--- src/rtl/rca_16bit_pkg.sv ---
// Shared width constant and operand type for the 16-bit ripple-carry adder.
package rca_16bit_pkg;
  localparam int unsigned WIDTH = 16;
  typedef logic [WIDTH-1:0] operand_t;
endpackage

--- src/rtl/rca_16bit_full_adder.sv ---
// Single-bit full-adder cell; one instance per bit of the ripple chain.
module full_adder (
  input  logic a,
  input  logic b,
  input  logic cin,
  output logic sum,
  output logic cout
);
  assign sum  = a ^ b ^ cin;
  assign cout = (a & b) | (a & cin) | (b & cin);
endmodule

--- src/rtl/rca_16bit.sv ---
// Registered 16-bit ripple-carry adder with carry-out, signed overflow and a
// one-cycle valid pipeline. Only WIDTH = 16 is supported.
module rca_16bit
  import rca_16bit_pkg::*;
#(
  parameter int unsigned WIDTH = rca_16bit_pkg::WIDTH
) (
  input  logic             clk,
  input  logic             rst,
  input  logic [WIDTH-1:0] a,
  input  logic [WIDTH-1:0] b,
  input  logic             cin,
  input  logic             in_valid,
  output logic [WIDTH-1:0] sum,
  output logic             cout,
  output logic             ovf,
  output logic             out_valid
);

  logic [WIDTH-1:0] sum_d, sum_q;
  logic             cout_d, cout_q;
  logic             ovf_d, ovf_q;
  logic             valid_q;

  // Each cell owns its own carry nets so the chain is not one self-dependent vector.
  for (genvar i = 0; i < WIDTH; i++) begin : g_fa
    logic ci;
    logic co;
    if (i == 0) begin : g_first
      assign ci = cin;
    end else begin : g_next
      assign ci = g_fa[i-1].co;
    end
    full_adder u_fa (
      .a    (a[i]),
      .b    (b[i]),
      .cin  (ci),
      .sum  (sum_d[i]),
      .cout (co)
    );
  end

  // Signed overflow: carry into the sign bit differs from carry out of it.
  assign cout_d = g_fa[WIDTH-1].co;
  assign ovf_d  = g_fa[WIDTH-1].ci ^ g_fa[WIDTH-1].co;

  always_ff @(posedge clk) begin
    if (rst) begin
      sum_q   <= '0;
      cout_q  <= 1'b0;
      ovf_q   <= 1'b0;
      valid_q <= 1'b0;
    end else begin
      valid_q <= in_valid;
      if (in_valid) begin
        sum_q  <= sum_d;
        cout_q <= cout_d;
        ovf_q  <= ovf_d;
      end
    end
  end

  assign sum       = sum_q;
  assign cout      = cout_q;
  assign ovf       = ovf_q;
  assign out_valid = valid_q;

endmodule

--- config.mk ---
export PLATFORM = sky130hd
export DESIGN_NAME = rca_16bit
export DESIGN_NICKNAME = d
export VERILOG_FILES = /design/src/rtl/rca_16bit_pkg.sv /design/src/rtl/rca_16bit_full_adder.sv /design/src/rtl/rca_16bit.sv
export SDC_FILE = /design/constraint.sdc
export NUM_CORES = 1
export LEC_CHECK = 0
export ABC_AREA = 0
export ABC_CLOCK_PERIOD_IN_PS = 15620
export CAP_MARGIN = 30
export CORE_MARGIN = 2
export CORE_UTILIZATION = 41
export CTS_CLUSTER_SIZE = 40
export DETAILED_ROUTE_END_ITERATION = 8
export GPL_TIMING_DRIVEN = 1
export PLACE_DENSITY = 0.83
export SYNTH_ARGS = -nofsm -noshare
export SYNTH_HDL_FRONTEND = slang
export SYNTH_SLANG_ARGS = --single-unit
--- constraint.sdc ---
create_clock -name clk -period 15.62 [get_ports clk]
set_input_delay 3.124 -clock clk [delete_from_list [all_inputs] [get_ports clk]]
set_output_delay 3.124 -clock clk [all_outputs]
set_load 0.005 [all_outputs]
### After elaboration in Yosys (flattened, before gate mapping)

Cells that the tools add are included.
Widths: inputs -> output; s select.

| cells by class | value |
|---|---|
| bitwise gates (word level) | 113 |

Operator list:

| operator | number |
|---|---|
| $and 1x1->1 | 48 |
| $xor 1x1->1 | 33 |
| $or 1x1->1 | 32 |

| word-level totals | value |
|---|---|
| register bits | 19 |
| input bits | 36 |
| output and inout bits | 19 |
| logic and storage cells | 117 |

### Logic depth before layout (Yosys ltp)

| depth | value |
|---|---|
| depth in word-level cells | 49 |
| gate-level depth with buffers | 21 |
| depth with buffers taken out | 21 |

### Cells and area by module

Synthesis repeated with hierarchy kept, for this count alone.

| second synthesis, totals | value |
|---|---|
| cell total of the unflattened synthesis | 77 |
| area total of the unflattened synthesis | 1003.5 sq um |

By module, submodules not included:

| module | instances | cells each | area each (sq um) | sequential area each (sq um) |
|---|---|---|---|---|
| rca_16bit | 1 | 61 | 683.2 | 380.4 |
| full_adder | 16 | 1 | 20.0 | 0.0 |

### Worst setup path after synthesis

Ideal clock, no wire load.

| path | value |
|---|---|
| kind | input port to flip-flop |
| start | input a[0] |
| end | register sum_q[15], in the netlist sum[15] |
| library setup time | 0.079 ns |
| arrival | 9.390 ns |
| data required time | 15.541 ns |
| setup slack | 6.151 ns |
| cell stages on the path | 20 |
| path buffers | 0 |
| cells stage by stage | inv_1 > fa_1 > inv_1 > fa_1 > fa_1 > fa_1 > fa_1 > fa_1 > fa_1 > fa_1 > fa_1 > fa_1 > fa_1 > fa_1 > fa_1 > fa_1 > fa_1 > inv_1 > fa_1 > a211oi_2 |

| on the way | value |
|---|---|
| cells in the longest elaborated chain, start to end | 46 |
| elaborated cells between the ends (all ways) | 61 |
| classes of those cells | bitwise: 61 |

Ends and longest elaborated chain:

| element | RTL line | text |
|---|---|---|
| start, declared | rca_16bit.sv:10 | `input logic [WIDTH-1:0] a,` |
| $and 1x1->1 | rca_16bit_full_adder.sv:10 | `assign cout = (a & b) \| (a & cin) \| (b & cin);` |
| $or 1x1->1 * (2 in series) | rca_16bit_full_adder.sv:10 |  |
| $and 1x1->1 | rca_16bit_full_adder.sv:10 |  |
| $or 1x1->1 | rca_16bit_full_adder.sv:10 |  |
| $or 1x1->1 * | rca_16bit_full_adder.sv:10 |  |
| $and 1x1->1 | rca_16bit_full_adder.sv:10 |  |
| $or 1x1->1 | rca_16bit_full_adder.sv:10 |  |
| $or 1x1->1 * | rca_16bit_full_adder.sv:10 |  |
| (+29 left out) | -- |  |
| $or 1x1->1 * | rca_16bit_full_adder.sv:10 |  |
| $and 1x1->1 | rca_16bit_full_adder.sv:10 |  |
| $or 1x1->1 | rca_16bit_full_adder.sv:10 |  |
| $or 1x1->1 * | rca_16bit_full_adder.sv:10 |  |
| $and 1x1->1 | rca_16bit_full_adder.sv:10 |  |
| $or 1x1->1 | rca_16bit_full_adder.sv:10 |  |
| $or 1x1->1 * | rca_16bit_full_adder.sv:10 |  |
| $xor 1x1->1 * | rca_16bit_full_adder.sv:9 | `assign sum = a ^ b ^ cin;` |
| end signal, assigned | rca_16bit.sv:56 | `sum_q <= sum_d;` |
| end, declared | rca_16bit.sv:20 | `logic [WIDTH-1:0] sum_d, sum_q;` |

Every way passes the cells marked *; elsewhere a longest branch is shown, timed or not.
A chain may end at the register's enable or synchronous reset.

### Final worst setup path

Same ends and word-level chain as after synthesis.

==> flow_summary.yaml <==
critical_path:
  cp_slowest_stage_delay_ps: 420
  slowest_stage: "fa_1"
  startpoint_type: "input port"
  critPathMostFrequentCell: "fa_1"
  cp_max_fo: 2
  worstPathRequired_ps: 15840
  cp.arrival_ps: 10060
  cp_top_family: "adder cells"
  criticalPathCategory: "in -> reg"
  crit_buf_inv: 4
  critical_path.cell_chain: "clkdlybuf4s50_1, inv_1, fa_1, inv_1, fa_1, fa_1, fa_1, fa_1, fa_1, fa_1, fa_1, fa_1, fa_1, fa_1, fa_1, fa_1, fa_1, fa_1, inv_1, fa_1, a211oi_2"
  end_kind: "register"
timing:
  setup_violations: 0
  drv_slew: 0
  final.setup.tns_ps: 0
  maxSlewHeadroom_pct: 48.3
  period_share_pct: 63.0
  rsz0062_at_grt: "no"
  post-route-min-period_ps: 9840
  hold_viol_final: 0
  skew_ps: 0
  worstMarginPinSlew_ps: 773
  timing.fmax_mhz: 102
routing:
  antenna_left: 0
  viasPerCell: 4.66
  vias: 787
  drcViolationCount: 0
  wire_per_inst_um: 12.5
  drt_iter0_markers: 1
  dr.pass1.iters: 3
  finalWirelength_um: 2120
clock_network:
  cts.sinks: 19
  cts_buffers: 3
  cts_tree: "done"
  clock_latency_ps: 300
  post_cts_resized: 0
  clk_pin_slew_ps: 110
  cts-root-buf: "clkbuf_4"
  post-cts-setup-buffers: 0
  htree_num_levels: 1
  ctsHoldBuffers: 0
  cts_max_path_buffers: 2
placed_design:
  port_buffers: 54
  dp_hpwl_um: 1790
  routabilityCongestion: 0.611
  place_area_um2: 1610
pwr:
  peakVddDrop_mv: 0.0544
  switching_share_pct: 27.3
  power_frac_seq_pct: 45.4
  comb_power_share_pct: 33.8
  p_leak_nw: 0.678
  p_int_mw: 0.0898
  switching_power_mw: 0.0338
  powerDensity_nw_per_um2: 75.5
  clockPowerShare_pct: 20.8
global_route:
  grt_start_max_net_pins: 20
  grt_pass1_vias: 856
  gr-total-overflow: 0
  grt_pass1_wl_um: 3420
  antenna_found_initial: 0
  grtUsageTotal_pct: 16.5
cells_and_area:
  stdcell_area_um2: 1640
  fillers: 192
  nets: 192
  final_cell_mix: "clkdlybuf4s50_1 (54), dfxtp_1 (19), nor2_1 (16), fa_1 (16), mux2i_1 (14)"
  multi_input_area_um2: 594
  antenna_cells: 0
  regArea_um2: 380
  drive_above_1_share_pct: 6.47
  area_growth_pct: 58.4
  final_common_cell: "clkdlybuf4s50_1"
  final_util_pct: 67.3
yosys:
  syn_area_um2: 1030
  ys_seq_elements: 19
  ys_top_cells_by_area: "dfxtp_1 (37%), fa_1 (31%), mux2i_1 (14%)"
  ys_warn_count: 0
  syn-num-nets: 136
  synth_top_area_share_pct: 36.8
  avgSynthCellArea_um2: 12.3
  yosysSeqAreaShare_pct: 36.8
  netlist-cell-type-count: 13
  yosysTopAreaCell: "dfxtp_1"
  syn_inst: 84
die:
  coreArea_um2: 2430
  die_h_um: 54.2
  io_pins: 55
  dieArea_um2: 2940
  placementRows: 18
  initial_core_util_pct: 42.5
  die_w_um: 54.2
run_status:
  status: "complete, no violations"
run:
  drv_cap: 0
worst_hold_path:
  hold_class: "reg -> reg"
## worst min-delay path: cells and delay by family (launching register included)
family          cells  cell delay (ps)
compound gates      1               50
simple gates        1               90
flops               1              330
## power by group through the flow
| stage | Clock [mW] | Sequential [mW] | Combinational, mW |
|---|---|---|---|
| 5_1_grt | 0.0294 | 0.0567 | 0.0467 |
| 3_3_place_gp | 0 | 0.0571 | 0.0402 |
| 6_report | 0.0258 | 0.0561 | 0.0417 |
| 3_5_place_dp | 0 | 0.0572 | 0.0425 |
| 4_1_cts | 0.0275 | 0.0562 | 0.0426 |
| 2_1_floorplan | 0 | 0.0576 | 0.0174 |
## metal layers
layer	vias up	wire length, um	GRT usage (%)
met1	369	767	17.0
met5	-	0	0
met3	5	232	5.28
met2	37	1100	31.1
met4	0	22	5.00
li1	376	-	-
## cell usage after synthesis
cell / n
fa_1: 16
buf_2: 2
nor2b_1: 1
a211oi_2: 3
nor2_1: 16
nor3b_1: 1
nor2_2: 1
dfxtp_1: 19
mux2i_1: 14
inv_1: 7
xnor2_1: 1
buf_6: 2
a21o_1: 1
## flip-flops by register name, indices dropped and copies added, names as in the netlist
| signal | flops |
|---|---|
| sum | 16 |
| cout | 1 |
| out_valid | 1 |
| ovf | 1 |
## kinds of logic (layout without fill, tap and decap cells)
logic type               after synthesis  in the layout  synth area share, %
AO/OA/AOI/OAI                          4              4                 4.36
XOR/XNOR                               1              1                0.848
adder cells (fa/ha/maj)               16             16                 31.0
buffers and inverters                 11             66                 5.69
flip-flops                            19             19                 36.8
multiplexers                          14             14                 13.6
AND/OR/NAND/NOR                       19             19                 7.75
## per-stage QoR
stage / instances / setup WS [ps] / hold WS [ps] / total power [mW]
global placement: 164 / 5530 / 475 / 0.0972
floorplan: 84 / 6150 / 485 / 0.0750
detailed placement: 165 / 5430 / 486 / 0.0997
CTS: 169 / 5750 / 510 / 0.126
finish: 169 / 5780 / 504 / 0.124
global route: 169 / 5520 / 533 / 0.133
## area by class of cell
class | count | share of cell area [%]
Inverter | 7 | 1.61
Sequential cell | 19 | 23.2
Multi-Input combinational cell | 54 | 36.3
Tap cell | 30 | 2.29
Clock inverter | 1 | 0.459
Timing Repair Buffer | 55 | 34.7
Clock buffer | 3 | 1.38
## final timing paths
kind	startpoint	to	slack, ps	depth (start not counted)
worst min register to register	sum[15]$_SDFFE_PP0P_	sum[15]$_SDFFE_PP0P_	500	2
worst max-delay path	a[0]	sum[15]$_SDFFE_PP0P_	5780	21
worst max register to register	ovf$_SDFFE_PP0P_	ovf$_SDFFE_PP0P_	14900	2
worst min-delay path	sum[15]$_SDFFE_PP0P_	sum[15]$_SDFFE_PP0P_	500	2
No activity file was read; power rests on OpenSTA's default activity.
